--- config.mk ---
export PLATFORM = sky130hd
export DESIGN_NAME = probe_conditioner
export DESIGN_NICKNAME = d
export VERILOG_FILES = /design/src/rtl/probe_conditioner_pkg.sv /design/src/rtl/probe_channel.sv /design/src/rtl/probe_conditioner.sv
export SDC_FILE = /design/constraint.sdc
export NUM_CORES = 1
export LEC_CHECK = 0
export BUFFER_PORTS_ARGS = -buffer_cell sky130_fd_sc_hd__buf_2
export CAP_MARGIN = 20
export CORE_MARGIN = 3
export CORE_UTILIZATION = 50
export CTS_CLUSTER_SIZE = 20
export DETAILED_ROUTE_END_ITERATION = 8
export MAX_ROUTING_LAYER = met4
export PLACE_DENSITY = 0.73
export SKIP_CTS_REPAIR_TIMING = 1
export SLEW_MARGIN = 20
export SYNTH_ARGS = -nofsm -noshare
export SYNTH_HDL_FRONTEND = slang
export SYNTH_SLANG_ARGS = --single-unit
--- constraint.sdc ---
create_clock -name i_clk -period 1.5 [get_ports i_clk]
set_clock_uncertainty 0.05 [all_clocks]
set_input_delay 0.3 -clock i_clk [delete_from_list [all_inputs] [get_ports i_clk]]
set_output_delay 0.3 -clock i_clk [all_outputs]
set_load 0.05 [all_outputs]
--- src/rtl/probe_conditioner_pkg.sv ---
// Shared definitions for the probe conditioner: event-mode encodings (matching the register map)
// and the per-mode event decode.
package probe_conditioner_pkg;

    typedef enum logic [1:0] {
        MODE_LEVEL = 2'd0,
        MODE_RISE  = 2'd1,
        MODE_FALL  = 2'd2,
        MODE_ANY   = 2'd3
    } mode_e;

    function automatic logic event_of(input mode_e mode, input logic cur, input logic prev);
        logic ev;
        unique case (mode)
            MODE_LEVEL: ev = cur;
            MODE_RISE:  ev = cur & ~prev;
            MODE_FALL:  ev = ~cur & prev;
            MODE_ANY:   ev = cur ^ prev;
            default:    ev = 1'b0;
        endcase
        return ev;
    endfunction

endpackage

--- src/rtl/probe_channel.sv ---
// One probe pin: synchroniser, glitch filter, event decode and sticky capture.
// Optional saturating event counter under PROBE_CONDITIONER_EVENT_COUNT_EN.
module probe_channel
    import probe_conditioner_pkg::*;
#(
    parameter int unsigned SYNC_STAGES = 2,
    parameter int unsigned FILTER_W    = 4,
    parameter int unsigned COUNT_W     = 16
) (
    input  logic                i_clk,
    input  logic                i_rst,
    input  logic                i_cg,
    input  logic                i_pin,
    input  logic [1:0]          i_mode,
    input  logic [FILTER_W-1:0] i_filterLen,
    input  logic                i_sampleStrobe,
`ifdef PROBE_CONDITIONER_EVENT_COUNT_EN
    input  logic                i_clearCounts,
    output logic [COUNT_W-1:0]  o_eventCount,
`endif
    output logic                o_out
);

    logic [SYNC_STAGES-1:0] sync_q, sync_d;
    logic                   filt_q, filt_d;
    logic [FILTER_W-1:0]    cnt_q, cnt_d;
    logic                   prev_q, prev_d;
    logic                   sticky_q, sticky_d;
    logic                   out_q, out_d;
    logic                   sync;
    logic                   ev;

    always_comb begin
        sync_d = {sync_q[SYNC_STAGES-2:0], i_pin};
        sync   = sync_q[SYNC_STAGES-1];

        filt_d = filt_q;
        cnt_d  = cnt_q;
        // A change is accepted only after i_filterLen+1 consecutive differing cycles
        if (sync == filt_q) begin
            cnt_d = '0;
        end else if (cnt_q == i_filterLen) begin
            filt_d = sync;
            cnt_d  = '0;
        end else begin
            cnt_d = cnt_q + 1'b1;
        end

        prev_d = filt_q;
        ev     = event_of(mode_e'(i_mode), filt_q, prev_q);

        if (i_sampleStrobe) begin
            out_d    = sticky_q | ev;
            sticky_d = 1'b0;
        end else begin
            out_d    = out_q;
            sticky_d = sticky_q | ev;
        end
    end

    always_ff @(posedge i_clk or posedge i_rst) begin
        if (i_rst) begin
            sync_q   <= '0;
            filt_q   <= 1'b0;
            cnt_q    <= '0;
            prev_q   <= 1'b0;
            sticky_q <= 1'b0;
            out_q    <= 1'b0;
        end else if (i_cg) begin
            sync_q   <= sync_d;
            filt_q   <= filt_d;
            cnt_q    <= cnt_d;
            prev_q   <= prev_d;
            sticky_q <= sticky_d;
            out_q    <= out_d;
        end
    end

    assign o_out = out_q;

`ifdef PROBE_CONDITIONER_EVENT_COUNT_EN
    logic [COUNT_W-1:0] ecnt_q, ecnt_d;

    always_comb begin
        ecnt_d = ecnt_q;
        if (i_clearCounts) begin
            ecnt_d = '0;
        end else if (ev && (ecnt_q != {COUNT_W{1'b1}})) begin
            ecnt_d = ecnt_q + 1'b1;
        end
    end

    always_ff @(posedge i_clk or posedge i_rst) begin
        if (i_rst) begin
            ecnt_q <= '0;
        end else if (i_cg) begin
            ecnt_q <= ecnt_d;
        end
    end

    assign o_eventCount = ecnt_q;
`else
    // Event counters compiled out.
`endif

endmodule

--- src/rtl/probe_conditioner.sv ---
// Conditions the X/Y probe pins into strobe-aligned sample bits for the correlator.
// Macro PROBE_CONDITIONER_EVENT_COUNT_EN adds per-channel saturating event counters.
module probe_conditioner
    import probe_conditioner_pkg::*;
#(
    parameter int unsigned SYNC_STAGES = 2,
    parameter int unsigned FILTER_W    = 4,
    parameter int unsigned COUNT_W     = 16
) (
    input  logic                i_clk,
    input  logic                i_rst,
    input  logic                i_cg,
    input  logic                i_probeX,
    input  logic                i_probeY,
    input  logic [1:0]          i_mode,
    input  logic [FILTER_W-1:0] i_filterLen,
    input  logic                i_sampleStrobe,
`ifdef PROBE_CONDITIONER_EVENT_COUNT_EN
    input  logic                i_clearCounts,
    output logic [COUNT_W-1:0]  o_eventCountX,
    output logic [COUNT_W-1:0]  o_eventCountY,
`endif
    output logic                o_x,
    output logic                o_y
);

    probe_channel #(
        .SYNC_STAGES (SYNC_STAGES),
        .FILTER_W    (FILTER_W),
        .COUNT_W     (COUNT_W)
    ) u_chan_x (
        .i_clk          (i_clk),
        .i_rst          (i_rst),
        .i_cg           (i_cg),
        .i_pin          (i_probeX),
        .i_mode         (i_mode),
        .i_filterLen    (i_filterLen),
        .i_sampleStrobe (i_sampleStrobe),
`ifdef PROBE_CONDITIONER_EVENT_COUNT_EN
        .i_clearCounts  (i_clearCounts),
        .o_eventCount   (o_eventCountX),
`endif
        .o_out          (o_x)
    );

    probe_channel #(
        .SYNC_STAGES (SYNC_STAGES),
        .FILTER_W    (FILTER_W),
        .COUNT_W     (COUNT_W)
    ) u_chan_y (
        .i_clk          (i_clk),
        .i_rst          (i_rst),
        .i_cg           (i_cg),
        .i_pin          (i_probeY),
        .i_mode         (i_mode),
        .i_filterLen    (i_filterLen),
        .i_sampleStrobe (i_sampleStrobe),
`ifdef PROBE_CONDITIONER_EVENT_COUNT_EN
        .i_clearCounts  (i_clearCounts),
        .o_eventCount   (o_eventCountY),
`endif
        .o_out          (o_y)
    );

endmodule

==> metrics.txt, run 1 <==
vias in the first global route=885; Mapped Cells=103; part of the power in registers=0.357; run status=finished, violations left; final wirelength=2110 um; CP required=1650 ps; Routed Antenna Nets=0; sequential area share after synthesis=0.447; RSZ-0062 raised after global routing=yes; Fmax=625 MHz; critical path startpoint category=flip-flop; Period minus WS final=1600 ps; Worst Path Arrival=1750 ps; Max rail drop VDD=0.00103 V; Pint=0.00146 W; TritonRoute pass-1 iters=4; Final Instance Area=1430 um2; Yosys reg bits=20; ANT cells=0; Netlist cell types=24; synth-to-layout area growth=28.0%; Synthesized Nets=121; largest net degree at the start of global routing=29; die width=53.3 um; worst-path cell chain=ha_1, inv_1, mux4_2, a21oi_2, a21oi_2; Setup Viol. Count Final=13; Slowest-stage cell, CP=mux4_2; Filler cells=166; worst hold slack=169 ps; gr ovfl total=0; Slew headroom=0.681; number of I/O pins=14; Detail Placement HPWL=1470 um; total core area=2040 um2; DRT iter0 DRCs=6; dpl cell area=1310 um2; Die ar.=2840 um2; Max H-tree Level=1; worst setup path class=flip-flop to flip-flop; CTS Buf Count=3; commonest non-fill, non-tap cell in the layout=dfrtp_1; worst slew pin tran=479 ps; layout cell share with drive strength beyond 1=0.425; P per Cell Area=1640 nW/um2; DRC violations left=0; syn avg cell area=10.9 um2; Hold Crit Class=input port to flip-flop; Port Buffers=13; register area=502 um2; clock latency on the worst-skew pair=300 ps; Clock Root Buffer=clkbuf_4; cell area after synthesis=1120 um2; via count=838; max-slew violation count=0; Final Hold Fails=0; initial antenna violation count=0; first-pass GRT wire length=3530 um; Initial Util=0.548; combinational cell fraction of total power=0.510; Synth Warn #=0; Leak=0.711 nW; CTS tree=built; WL/cell=13.1 um; NetSw=0.000892 W; Avg Vias per Cell=5.20; RePlAce Congestion=0.754; Post-layout nets=153; Die H=53.3 um; clk slew on worst S/H paths=110 ps; fin util=0.701; worst-case clock buffer depth=2; failing checks=setup timing; largest fanout on the critical path=5; max_cap viols=0; max incr delay on CP=480 ps; most used cell, CP=a21oi_2; switch share=0.380; CTS sink cnt=20; period utilization=1.07; Clock Power Share=0.133; Final WS setup=-101 ps; most frequent cells in the layout=dfrtp_1, buf_4, buf_2; CP endpoint kind=flip-flop; Overall Global Routing Usage=0.175; Multi-input gate area=619 um2; # rows=16
path summary, 6_finish.rpt:
check	startpoint	endpoint	slack, ps	cells past startpoint
worst max register to register	u_chan_y.filt_q	u_chan_y.sticky_q	-100	5
worst max-delay path	u_chan_y.filt_q	u_chan_y.sticky_q	-100	5
worst min-delay path	i_sampleStrobe	u_chan_x.sticky_q	170	2
max in group asynchronous	i_rst	u_chan_x.filt_q	670	4
worst min register to register	u_chan_y.o_out	u_chan_y.o_out	450	2
min in group asynchronous	i_rst	u_chan_y.cnt_q[0]	500	4
power groups by stage:
stage               Sequential (W)  Clock (W)  Combinational (W)
floorplan                 0.000900          0           0.000631
global placement          0.000823          0            0.00105
detailed placement        0.000831          0            0.00109
CTS                       0.000820   0.000326            0.00110
global route              0.000860   0.000337            0.00134
finish                    0.000839   0.000312            0.00120
logic make-up after synthesis:
group | count (synthesis) | synth area share
AOI/OAI and AO/OA | 25 | 0.172
and+or+nand+nor | 21 | 0.0928
DFF | 20 | 0.447
buffers and inverters | 14 | 0.0481
xor gates and xnor gates | 10 | 0.0783
muxes | 7 | 0.0940
adders and majority gates | 6 | 0.0671
cells in the mapped netlist:
cell type  instances  share of area
a31o_2             2          0.016
ha_1               6          0.067
and3_2             1         0.0067
mux2_4             1          0.013
clkbuf_1           3          0.010
o21ai_1            1         0.0045
a21o_1             2          0.013
o41ai_4            2          0.049
xor2_1            10          0.078
nand2_1            9          0.030
mux2_2             4          0.040
nor2_1             3          0.010
o21ai_0            8          0.036
nor3_1             2         0.0089
a21oi_1            6          0.027
inv_1             10          0.034
nand3b_1           3          0.020
nor4_1             2          0.011
o22ai_1            2          0.011
o2bb2ai_1          2          0.016
buf_2              1         0.0045
and3_1             1         0.0056
dfrtp_1           20           0.45
mux4_2             2          0.040
metrics by stage:
step | setup slack, ps | cells | power [W] | setup TNS (ps)
6_report | -101 | 161 | 0.00235 | -759
5_1_grt | -200 | 161 | 0.00254 | -1880
4_1_cts | -95.7 | 158 | 0.00224 | -761
3_5_place_dp | -110 | 154 | 0.00192 | -788
3_3_place_gp | -69.4 | 154 | 0.00187 | -382
2_1_floorplan | -15.1 | 103 | 0.00153 | -30.2
critical path, delay by kind of cell, from the launching register on:
family	cells	cell delay, ps
compound gates	2	200
flops	1	440
mux	1	480
buf+inv	1	30
fa+ha+maj	1	300
routing by layer:
layer  vias to the layer above  part of all wire  track usage
met1                       403              0.46        0.216
met2                        11              0.50        0.282
met5                         -                 0            -
li1                        422                 -            -
met4                         0            0.0043       0.0809
met3                         2             0.033       0.0254
area by class of cell:
cell class,instances,share of cell area
multi-input combinational,69,0.433
sequential,20,0.351
timing repair buffer,31,0.142
inverter,10,0.0262
clock buffer,4,0.0253
tap,27,0.0236
sequential cells by signal, summed over array words and instances (netlist names):
register           count
u_chan_x.sticky_q      1
u_chan_x.sync_q        2
u_chan_y.filt_q        1
u_chan_y.o_out         1
u_chan_x.cnt_q         4
u_chan_x.prev_q        1
u_chan_y.cnt_q         4
u_chan_y.prev_q        1
u_chan_x.o_out         1
u_chan_y.sticky_q      1
u_chan_x.filt_q        1
u_chan_y.sync_q        2
Note: power is estimated with default switching activity, not from simulation.
==> run 2, diff against run 1 <==
--- a/config.mk
+++ b/config.mk
@@ -11,10 +11,12 @@
 export CORE_UTILIZATION = 50
 export CTS_CLUSTER_SIZE = 20
 export DETAILED_ROUTE_END_ITERATION = 8
+export GPL_ROUTABILITY_DRIVEN = 0
 export MAX_ROUTING_LAYER = met4
 export PLACE_DENSITY = 0.73
 export SKIP_CTS_REPAIR_TIMING = 1
 export SLEW_MARGIN = 20
 export SYNTH_ARGS = -nofsm -noshare
 export SYNTH_HDL_FRONTEND = slang
+export SYNTH_HIERARCHICAL = 1
 export SYNTH_SLANG_ARGS = --single-unit
==> run 2 against run 1 <==
Effect of this change: sequential share of layout area decreased by 2.3 points; final cell count increased by 3.1%; highest routed layer unchanged; via count increased by 4.1%; worst hold slack improved by 3.7 ps; sequential power increased by 2%; largest power group unchanged; combinational power increased by 20%; count of clock-buffer cells in the layout unchanged; largest cell class unchanged; register-to-register slack got worse by 50 ps; first-iteration DRC count unchanged; maximum frequency decreased by 2.8%; the run still ends with setup timing left.
==> metrics.txt, run 2 <==
run status=finished, violations left; failing checks=setup timing; Clock Root Buffer=clkbuf_4; R2R Setup Slk=-150 ps; initial antenna violation count=0; Period minus WS final=1650 ps; Max rail drop VDD=0.00111 V; NetSw=0.000997 W; commonest cells in the netlist=dfrtp_1, inv_1, a21oi_1, xor2_1; vias in the first global route=902; TritonRoute pass-1 iters=4; switch share=0.383; CTS tree=built; Max H-tree Level=1; sequential area share after synthesis=0.442; synth-to-layout area growth=34.8%; Hold Crit Class=input port to flip-flop; CP required=1610 ps; Initial Util=0.550; Detail Placement HPWL=1580 um; Final Hold Fails=0; register area=500 um2; Netlist cell types=23; r2r startpoint=u_chan_x/filt_q; RSZ-0062 raised after global routing=yes; DRT iter0 DRCs=6; biggest regs=u_chan_x/cnt_q (4), u_chan_y/cnt_q (4); worst-case clock buffer depth=2; largest fanout on the critical path=3; leading area contributor after synthesis=dfrtp_1; Filler cells=142; Port Buffers=13; Clock Power Share=0.119; most frequent cells in the layout=buf_4, dfrtp_1, buf_2; largest net degree at the start of global routing=29; top-count cell post-synth=dfrtp_1; Mapped Cells=102; worst slew pin tran=476 ps; combinational cell fraction of total power=0.553; main flop type after synthesis=dfrtp_1; total core area=2060 um2; worst r2r dst=u_chan_x/sticky_q; R2R cell count=6; commonest non-fill, non-tap cell in the layout=buf_4; final wirelength=2200 um; Final WS setup=-147 ps; Routed Antenna Nets=0; cell area after synthesis=1130 um2; ranking of synthesized cells by area=dfrtp_1, ha_1, xor2_1; WL/cell=13.2 um; DRC violations left=0; asr flop ratio synth=1.00; crit path launch=u_chan_x/filt_q; Synth Warn #=6; Die H=53.6 um; post-synth top area share=0.442; max_cap viols=0; Leak=0.735 nW; clk slew on worst S/H paths=110 ps; Compound-Gate Fraction of Synth Area=0.177; Fmax=607 MHz; Post-layout nets=158; max-slew violation count=0; Multi-input gate area=672 um2; P per Cell Area=1700 nW/um2; end of the critical path=u_chan_x/sticky_q; ANT cells=0; die width=53.6 um; worst setup path class=flip-flop to flip-flop; mux cell area share after synthesis=0.0993; Worst Path Arrival=1760 ps; worst min-delay path startpoint=i_probeX; CTS Buf Count=3; Yosys reg bits=20; Overall Global Routing Usage=0.179; xor/xnor cell area share of the yosys netlist=0.0905; clock latency on the worst-skew pair=300 ps; Setup Viol. Count Final=8; syn avg cell area=11.1 um2; critical path startpoint category=flip-flop; CP endpoint kind=flip-flop; first-pass GRT wire length=3620 um; Post-Synth Adder-Cell Area=0.0662; Slew headroom=0.682; Pint=0.00161 W; # rows=16; via count=872; Avg Vias per Cell=5.25; worst slack, placed=-136 ps; Setup TNS=-573 ps; EDFF count, synth=0; largest family of logic cells by synthesized area=compound AO/OA/AOI/OAI gates; gr ovfl total=0; number of I/O pins=14; part of the power in registers=0.329; CTS sink cnt=20; layout cell share with drive strength beyond 1=0.525; period utilization=1.10; Die ar.=2870 um2; Post-Synth Simple-Gate Area=0.0795; total power=0.00260 W; Synthesized Nets=120
run 2: how the worst min path moves through the flow:
stage	cells past startpoint	end	slack, ps
CTS	2	u_chan_x/o_out	-80
floorplan	1	u_chan_x/cnt_q[0]	90
global route	2	u_chan_x/sync_q[0]	160
global placement	2	u_chan_x/o_out	250
finish	2	u_chan_x/sync_q[0]	170
detailed placement	2	u_chan_x/o_out	260
run 2: cell families after synthesis:
kind of cell | count (synthesis)
AOI/OAI and AO/OA | 26
xor gates and xnor gates | 10
adders and majority gates | 6
buffers and inverters | 14
DFF | 20
muxes | 8
and+or+nand+nor | 18
run 2: power by group through the flow:
stage / clock network (W) / logic (W) / registers, W
2_1_floorplan: 0 / 0.000664 / 0.000937
3_3_place_gp: 0 / 0.00117 / 0.000829
3_5_place_dp: 0 / 0.00123 / 0.000833
4_1_cts: 0.000320 / 0.00123 / 0.000823
5_1_grt: 0.000345 / 0.00160 / 0.000878
6_report: 0.000309 / 0.00144 / 0.000856
run 2: routing by layer:
layer,routed length (um),global-route usage
met5,0,-
met4,14,0.0681
met3,57,0.0249
met2,1120,0.308
met1,1010,0.212
run 2: final cells by class:
| type | instances | share of cell area |
|---|---|---|
| clock buffers | 4 | 0.0238 |
| inverters | 10 | 0.0246 |
| multi-input cells | 68 | 0.440 |
| flip-flops and latches | 20 | 0.328 |
| well taps | 27 | 0.0221 |
| repair buffers | 37 | 0.162 |
run 2: stage by stage:
stage | instances | util | area [um2] | hold slack (ps)
after detailed placement | 157 | 0.667 | 1380 | 258
after CTS | 161 | 0.684 | 1410 | -77.3
after floorplan | 102 | - | 1150 | 90.2
after global placement | 157 | 0.667 | 1380 | 250
final | 166 | 0.741 | 1530 | 173
after global routing | 166 | 0.741 | 1530 | 165
run 2: worst max-delay path: stages, from the launching register on:
cell	delay, ps
dfrtp_1	410
inv_2	70
ha_4	260
inv_2	20
mux4_2	500
a21oi_2	160
a21oi_1	50
